**src/rtl/board_pkg.sv**
```systemverilog
// Board-wide constants and types shared by the push-button front-end.
package board_pkg;

  localparam int CLK_HZ = 27_000_000;

  typedef enum logic [1:0] {
    IDLE    = 2'd0,
    PRESSED = 2'd1,
    HELD    = 2'd2
  } btn_state_t;

  function automatic int ms_to_cycles(input int ms);
    return (CLK_HZ / 1000) * ms;
  endfunction

  // Counter width able to hold 0..n-1, never narrower than one bit.
  function automatic int cnt_width(input int n);
    return ($clog2(n) < 1) ? 1 : $clog2(n);
  endfunction

endpackage

```
**src/rtl/btn_channel.sv**
```systemverilog
// One button channel: 2-FF synchroniser, debounce filter and press/hold/release FSM.
//
// state   | meaning
// IDLE    | debounced level released, waiting for an accepted press
// PRESSED | button held, hold_cnt counting toward the long-press threshold
// HELD    | long_pulse already issued, hold_cnt frozen until release
module btn_channel
  import board_pkg::*;
#(
  parameter int DEB_CYCLES  = 270_000,
  parameter int LONG_CYCLES = 27_000_000
) (
  input  logic clk_i,
  input  logic rst_i,
  input  logic btn_n_i,
  output logic pressed_o,
  output logic press_pulse_o,
  output logic release_pulse_o,
  output logic long_pulse_o
);

  localparam int DEB_W  = cnt_width(DEB_CYCLES);
  localparam int HOLD_W = cnt_width(LONG_CYCLES);
  localparam logic [DEB_W-1:0]  DEB_LAST  = DEB_W'(DEB_CYCLES - 1);
  localparam logic [HOLD_W-1:0] HOLD_LAST = HOLD_W'(LONG_CYCLES - 1);

  logic              s1_q, s2_q;
  logic              stable_q, stable_d;
  logic [DEB_W-1:0]  deb_cnt_q, deb_cnt_d;
  btn_state_t        state_q, state_d;
  logic [HOLD_W-1:0] hold_cnt_q, hold_cnt_d;
  logic              pressed_q, pressed_d;
  logic              press_q, press_d;
  logic              release_q, release_d;
  logic              long_q, long_d;

  // Any disagreement shorter than DEB_CYCLES restarts the count from zero.
  always_comb begin
    stable_d  = stable_q;
    deb_cnt_d = '0;
    if (s2_q != stable_q) begin
      if (deb_cnt_q == DEB_LAST) begin
        stable_d = s2_q;
      end else begin
        deb_cnt_d = deb_cnt_q + DEB_W'(1);
      end
    end
  end

  always_comb begin
    state_d    = state_q;
    hold_cnt_d = hold_cnt_q;
    pressed_d  = pressed_q;
    press_d    = 1'b0;
    release_d  = 1'b0;
    long_d     = 1'b0;
    case (state_q)
      IDLE: begin
        if (!stable_q) begin
          state_d    = PRESSED;
          press_d    = 1'b1;
          pressed_d  = 1'b1;
          hold_cnt_d = '0;
        end
      end
      PRESSED: begin
        // Release is checked first so it beats a coincident long-press threshold.
        if (stable_q) begin
          state_d   = IDLE;
          release_d = 1'b1;
          pressed_d = 1'b0;
        end else if (hold_cnt_q == HOLD_LAST) begin
          state_d = HELD;
          long_d  = 1'b1;
        end else begin
          hold_cnt_d = hold_cnt_q + HOLD_W'(1);
        end
      end
      HELD: begin
        if (stable_q) begin
          state_d   = IDLE;
          release_d = 1'b1;
          pressed_d = 1'b0;
        end
      end
      default: begin
        state_d   = IDLE;
        pressed_d = 1'b0;
      end
    endcase
  end

  always_ff @(posedge clk_i) begin
    if (rst_i) begin
      s1_q       <= 1'b1;
      s2_q       <= 1'b1;
      stable_q   <= 1'b1;
      deb_cnt_q  <= '0;
      state_q    <= IDLE;
      hold_cnt_q <= '0;
      pressed_q  <= 1'b0;
      press_q    <= 1'b0;
      release_q  <= 1'b0;
      long_q     <= 1'b0;
    end else begin
      s1_q       <= btn_n_i;
      s2_q       <= s1_q;
      stable_q   <= stable_d;
      deb_cnt_q  <= deb_cnt_d;
      state_q    <= state_d;
      hold_cnt_q <= hold_cnt_d;
      pressed_q  <= pressed_d;
      press_q    <= press_d;
      release_q  <= release_d;
      long_q     <= long_d;
    end
  end

  assign pressed_o       = pressed_q;
  assign press_pulse_o   = press_q;
  assign release_pulse_o = release_q;
  assign long_pulse_o    = long_q;

endmodule

```
**src/rtl/btn_event_ctrl.sv**
```systemverilog
// Push-button front-end: N_BTN independent debounced channels producing a clean
// level plus press, release and long-press strobes for downstream LED logic.
module btn_event_ctrl
  import board_pkg::*;
#(
  parameter int N_BTN       = 2,
  parameter int DEB_CYCLES  = ms_to_cycles(10),
  parameter int LONG_CYCLES = ms_to_cycles(1000)
) (
  input  logic             clk,
  input  logic             rst,
  input  logic [N_BTN-1:0] btn_n,
  output logic [N_BTN-1:0] pressed,
  output logic [N_BTN-1:0] press_pulse,
  output logic [N_BTN-1:0] release_pulse,
  output logic [N_BTN-1:0] long_pulse
);

  if (DEB_CYCLES < 1) begin : g_bad_deb
    $error("btn_event_ctrl: DEB_CYCLES must be >= 1");
  end
  if (LONG_CYCLES < 1) begin : g_bad_long
    $error("btn_event_ctrl: LONG_CYCLES must be >= 1");
  end

  for (genvar g = 0; g < N_BTN; g++) begin : g_ch
    btn_channel #(
      .DEB_CYCLES (DEB_CYCLES),
      .LONG_CYCLES(LONG_CYCLES)
    ) u_ch (
      .clk_i          (clk),
      .rst_i          (rst),
      .btn_n_i        (btn_n[g]),
      .pressed_o      (pressed[g]),
      .press_pulse_o  (press_pulse[g]),
      .release_pulse_o(release_pulse[g]),
      .long_pulse_o   (long_pulse[g])
    );
  end

endmodule

```
**config.mk**
```make
export PLATFORM = sky130hd
export DESIGN_NAME = btn_event_ctrl
export DESIGN_NICKNAME = d
export VERILOG_FILES = /design/src/rtl/board_pkg.sv /design/src/rtl/btn_channel.sv /design/src/rtl/btn_event_ctrl.sv
export SDC_FILE = /design/constraint.sdc
export NUM_CORES = 1
export LEC_CHECK = 0
export CAP_MARGIN = 15
export CORE_UTILIZATION = 50
export CTS_CLUSTER_SIZE = 14
export DETAILED_ROUTE_END_ITERATION = 6
export PLACE_DENSITY = 0.67
export SYNTH_ARGS = -nofsm -noshare
export SYNTH_HDL_FRONTEND = slang
export SYNTH_SLANG_ARGS = --single-unit
```
**constraint.sdc**
```tcl
create_clock -name clk -period 5.55 [get_ports clk]
set_input_delay 1.11 -clock clk [delete_from_list [all_inputs] [get_ports clk]]
set_output_delay 1.11 -clock clk [all_outputs]
set_load 0.005 [all_outputs]
```
==> results.ini <==
[synth]
synth_largest_area_cell=dfxtp_1
avgSynthCellArea_um2=8.61
yosysWarnings=0
ys_seq_area_frac=0.425
syn-num-nets=593
yosys-top-cells-area=dfxtp_1 (43%), nor2_1 (7.1%), xnor2_1 (6.3%)
ys_seq_elements=106
synth.distinct_cells=51
netlist_area_um2=4990
synth_ff_type=dfxtp_1
synth_top_area_share=0.425
synth-edff-count=0
async_flop_share=0
netlist_instances=579

[routing]
final_antenna_net_count=0
first_iter_violations=87
vias=3918
drt_first_pass_iters=4
wl_per_cell_um=13.3
drcViolationCount=0
vias_per_cell=5.52
wirelength_um=9420

[floorplanning]
core_area_um2=9730
io_pins=12
die_w_um=102
die_h_um=102
start_util=0.513
rows=36
die_area_um2=10400

[worst_setup_path]
cp_max_fo=23
rr_worst_depth=7
end_kind=flip-flop
path_class=primary input to flip-flop
start_kind=primary input
cp.required_ns=5.88
cp.arrival_ns=3.06

[cts]
postCtsSetupRepairBufs=0
cts_tree=built
insertion_delay_ns=0.38
cts-resized-gates=0
cts_inserted_buffers=9
clk_pin_slew_ns=0.10
cts.sinks=106
clockBufferDepth=2
cts_hold_buf=0
root_buffer=clkbuf_8
htreeDepth=3

[final_layout]
drive_gt1_frac=0.0537
areaGrowthSynthToFinish_pct=7.23
final_util=0.550
antennaDiodeCount=0
final_nets=586

[sta]
slew-limit-headroom=0.430
drv_slew=0
post-route-period-util=0.493
max_freq_ghz=0.366
period_minus_slack_ns=2.73
report.final.hold_viol_count=0
rsz0062_at_grt=no
fin_skew_ns=0.0181
tns_ns=0
worst_pin_slew_ns=0.847
report.final.setup_viol=0

[global_route]
grt_pass1_wl_um=16100
grt_pass1_vias=3562
grt_antenna_before_repair=0
grt_max_degree=24
grt_overflow=0
grt_use_total=0.194

[placement]
io_buffers=11
dp_hpwl_um=6550
gp_congestion=0.782

[run]
drv_cap=0

[power]
vdd_drop_max_mv=0.163
p_per_area_nw_per_um2=252
p_leak_nw=1.71

[status]
status=finished clean

[hold_path]
worst_hold_path.num_cells=1
hold_path.class=flip-flop to flip-flop

-- final cells by class --
class,instances,area (um^2)
clock buffers,10,138
clock inverters,6,90.1
fillers,934,4380
inverters,9,33.8
multi-input cells,434,2680
flip-flops and latches,106,2120
well taps,133,166
repair buffers,12,118
-- layer usage --
layer / vias up / GRT usage / share of wire
met5: - / 0 / 0
met4: 0 / 0.0396 / 0.0089
met3: 6 / 0.0588 / 0.028
met2: 47 / 0.332 / 0.47
met1: 1858 / 0.244 / 0.49
li1: 2007 / - / -
-- power by group --
group	total, mW	internal (mW)	switching (mW)
Sequential	0.768	0.765	0.00256
Clock	0.533	0.267	0.266
Combinational	0.0478	0.0191	0.0288
Total	1.35	1.05	0.297
-- worst max-delay path, cell delays in order --
cell	delay, ns
clkdlybuf4s50_1	0.71
or2_2	0.62
or4_1	0.55
nand2_1	0.07
-- sequential cells by signal (all words and copies together) (netlist names) --
| register | count |
|---|---|
| g_ch.u_ch.s1_q | 2 |
| g_ch.u_ch.s2_q | 2 |
| g_ch.u_ch.release_pulse_o | 2 |
| g_ch.u_ch.stable_q | 2 |
| g_ch.u_ch.long_pulse_o | 2 |
| g_ch.u_ch.state_q | 4 |
| g_ch.u_ch.press_pulse_o | 2 |
| g_ch.u_ch.deb_cnt_q | 38 |
| g_ch.u_ch.hold_cnt_q | 50 |
| g_ch.u_ch.pressed_o | 2 |
-- placed cells by master, fill, tap and decap left out, types with 9 or more instances in the layout --
master / count
nor4_1: 15
inv_1: 9
nor2_1: 94
a21oi_1: 20
and3_1: 11
xor2_1: 27
clkbuf_8: 10
and2_1: 10
nand3_1: 36
ha_1: 10
xnor2_1: 36
nand4_1: 21
nand2_1: 34
dfxtp_1: 106
nor3_1: 13
clkdlybuf4s50_1: 11
and4_1: 15
or3_1: 13
-- logic make-up after synthesis --
kind of cell | after synthesis | share of synthesized area
and+or+nand+nor | 297 | 0.315
adders and majority gates | 10 | 0.0251
buffers and inverters | 39 | 0.0371
AOI/OAI and AO/OA | 58 | 0.0748
xor gates and xnor gates | 63 | 0.111
muxes | 6 | 0.0123
DFF | 106 | 0.425
-- through the flow --
stage	total power [mW]	setup WS, ns	instances	cell area (um^2)	hold WS (ns)
after detailed placement	0.833	2.38	694	5120	0.399
after floorplan	0.822	3.28	579	4990	0.389
after CTS	1.36	2.81	710	5350	0.423
final	1.35	2.82	710	5350	0.420
after global placement	0.832	2.41	694	5120	0.392
after global routing	1.40	2.71	710	5350	0.449
-- synth_stat cells (all sizes together), types with 4 or more instances --
cell type  number
o21ai          12
and4           15
dfxtp         106
a21oi          20
nand3          36
nor2           94
or3            13
clkbuf         17
ha             10
nor3           13
and2           10
nor3b           4
nor2b           8
xnor2          36
inv             9
nand4          21
buf            13
mux2i           5
nor4           17
nand2          34
or2             8
xor2           27
and3           11
-- final timing paths --
| check | startpoint | end | slack [ns] |
|---|---|---|---|
| setup reg to reg | g_ch[1].u_ch.state_q[0] | g_ch[1].u_ch.hold_cnt_q[14] | 3.30 |
| hold reg to reg | g_ch[1].u_ch.s1_q | g_ch[1].u_ch.s2_q | 0.42 |
| setup / recovery | rst | g_ch[0].u_ch.hold_cnt_q[9] | 2.82 |
| hold / removal | g_ch[1].u_ch.s1_q | g_ch[1].u_ch.s2_q | 0.42 |
(Power assumes the default switching activity.)
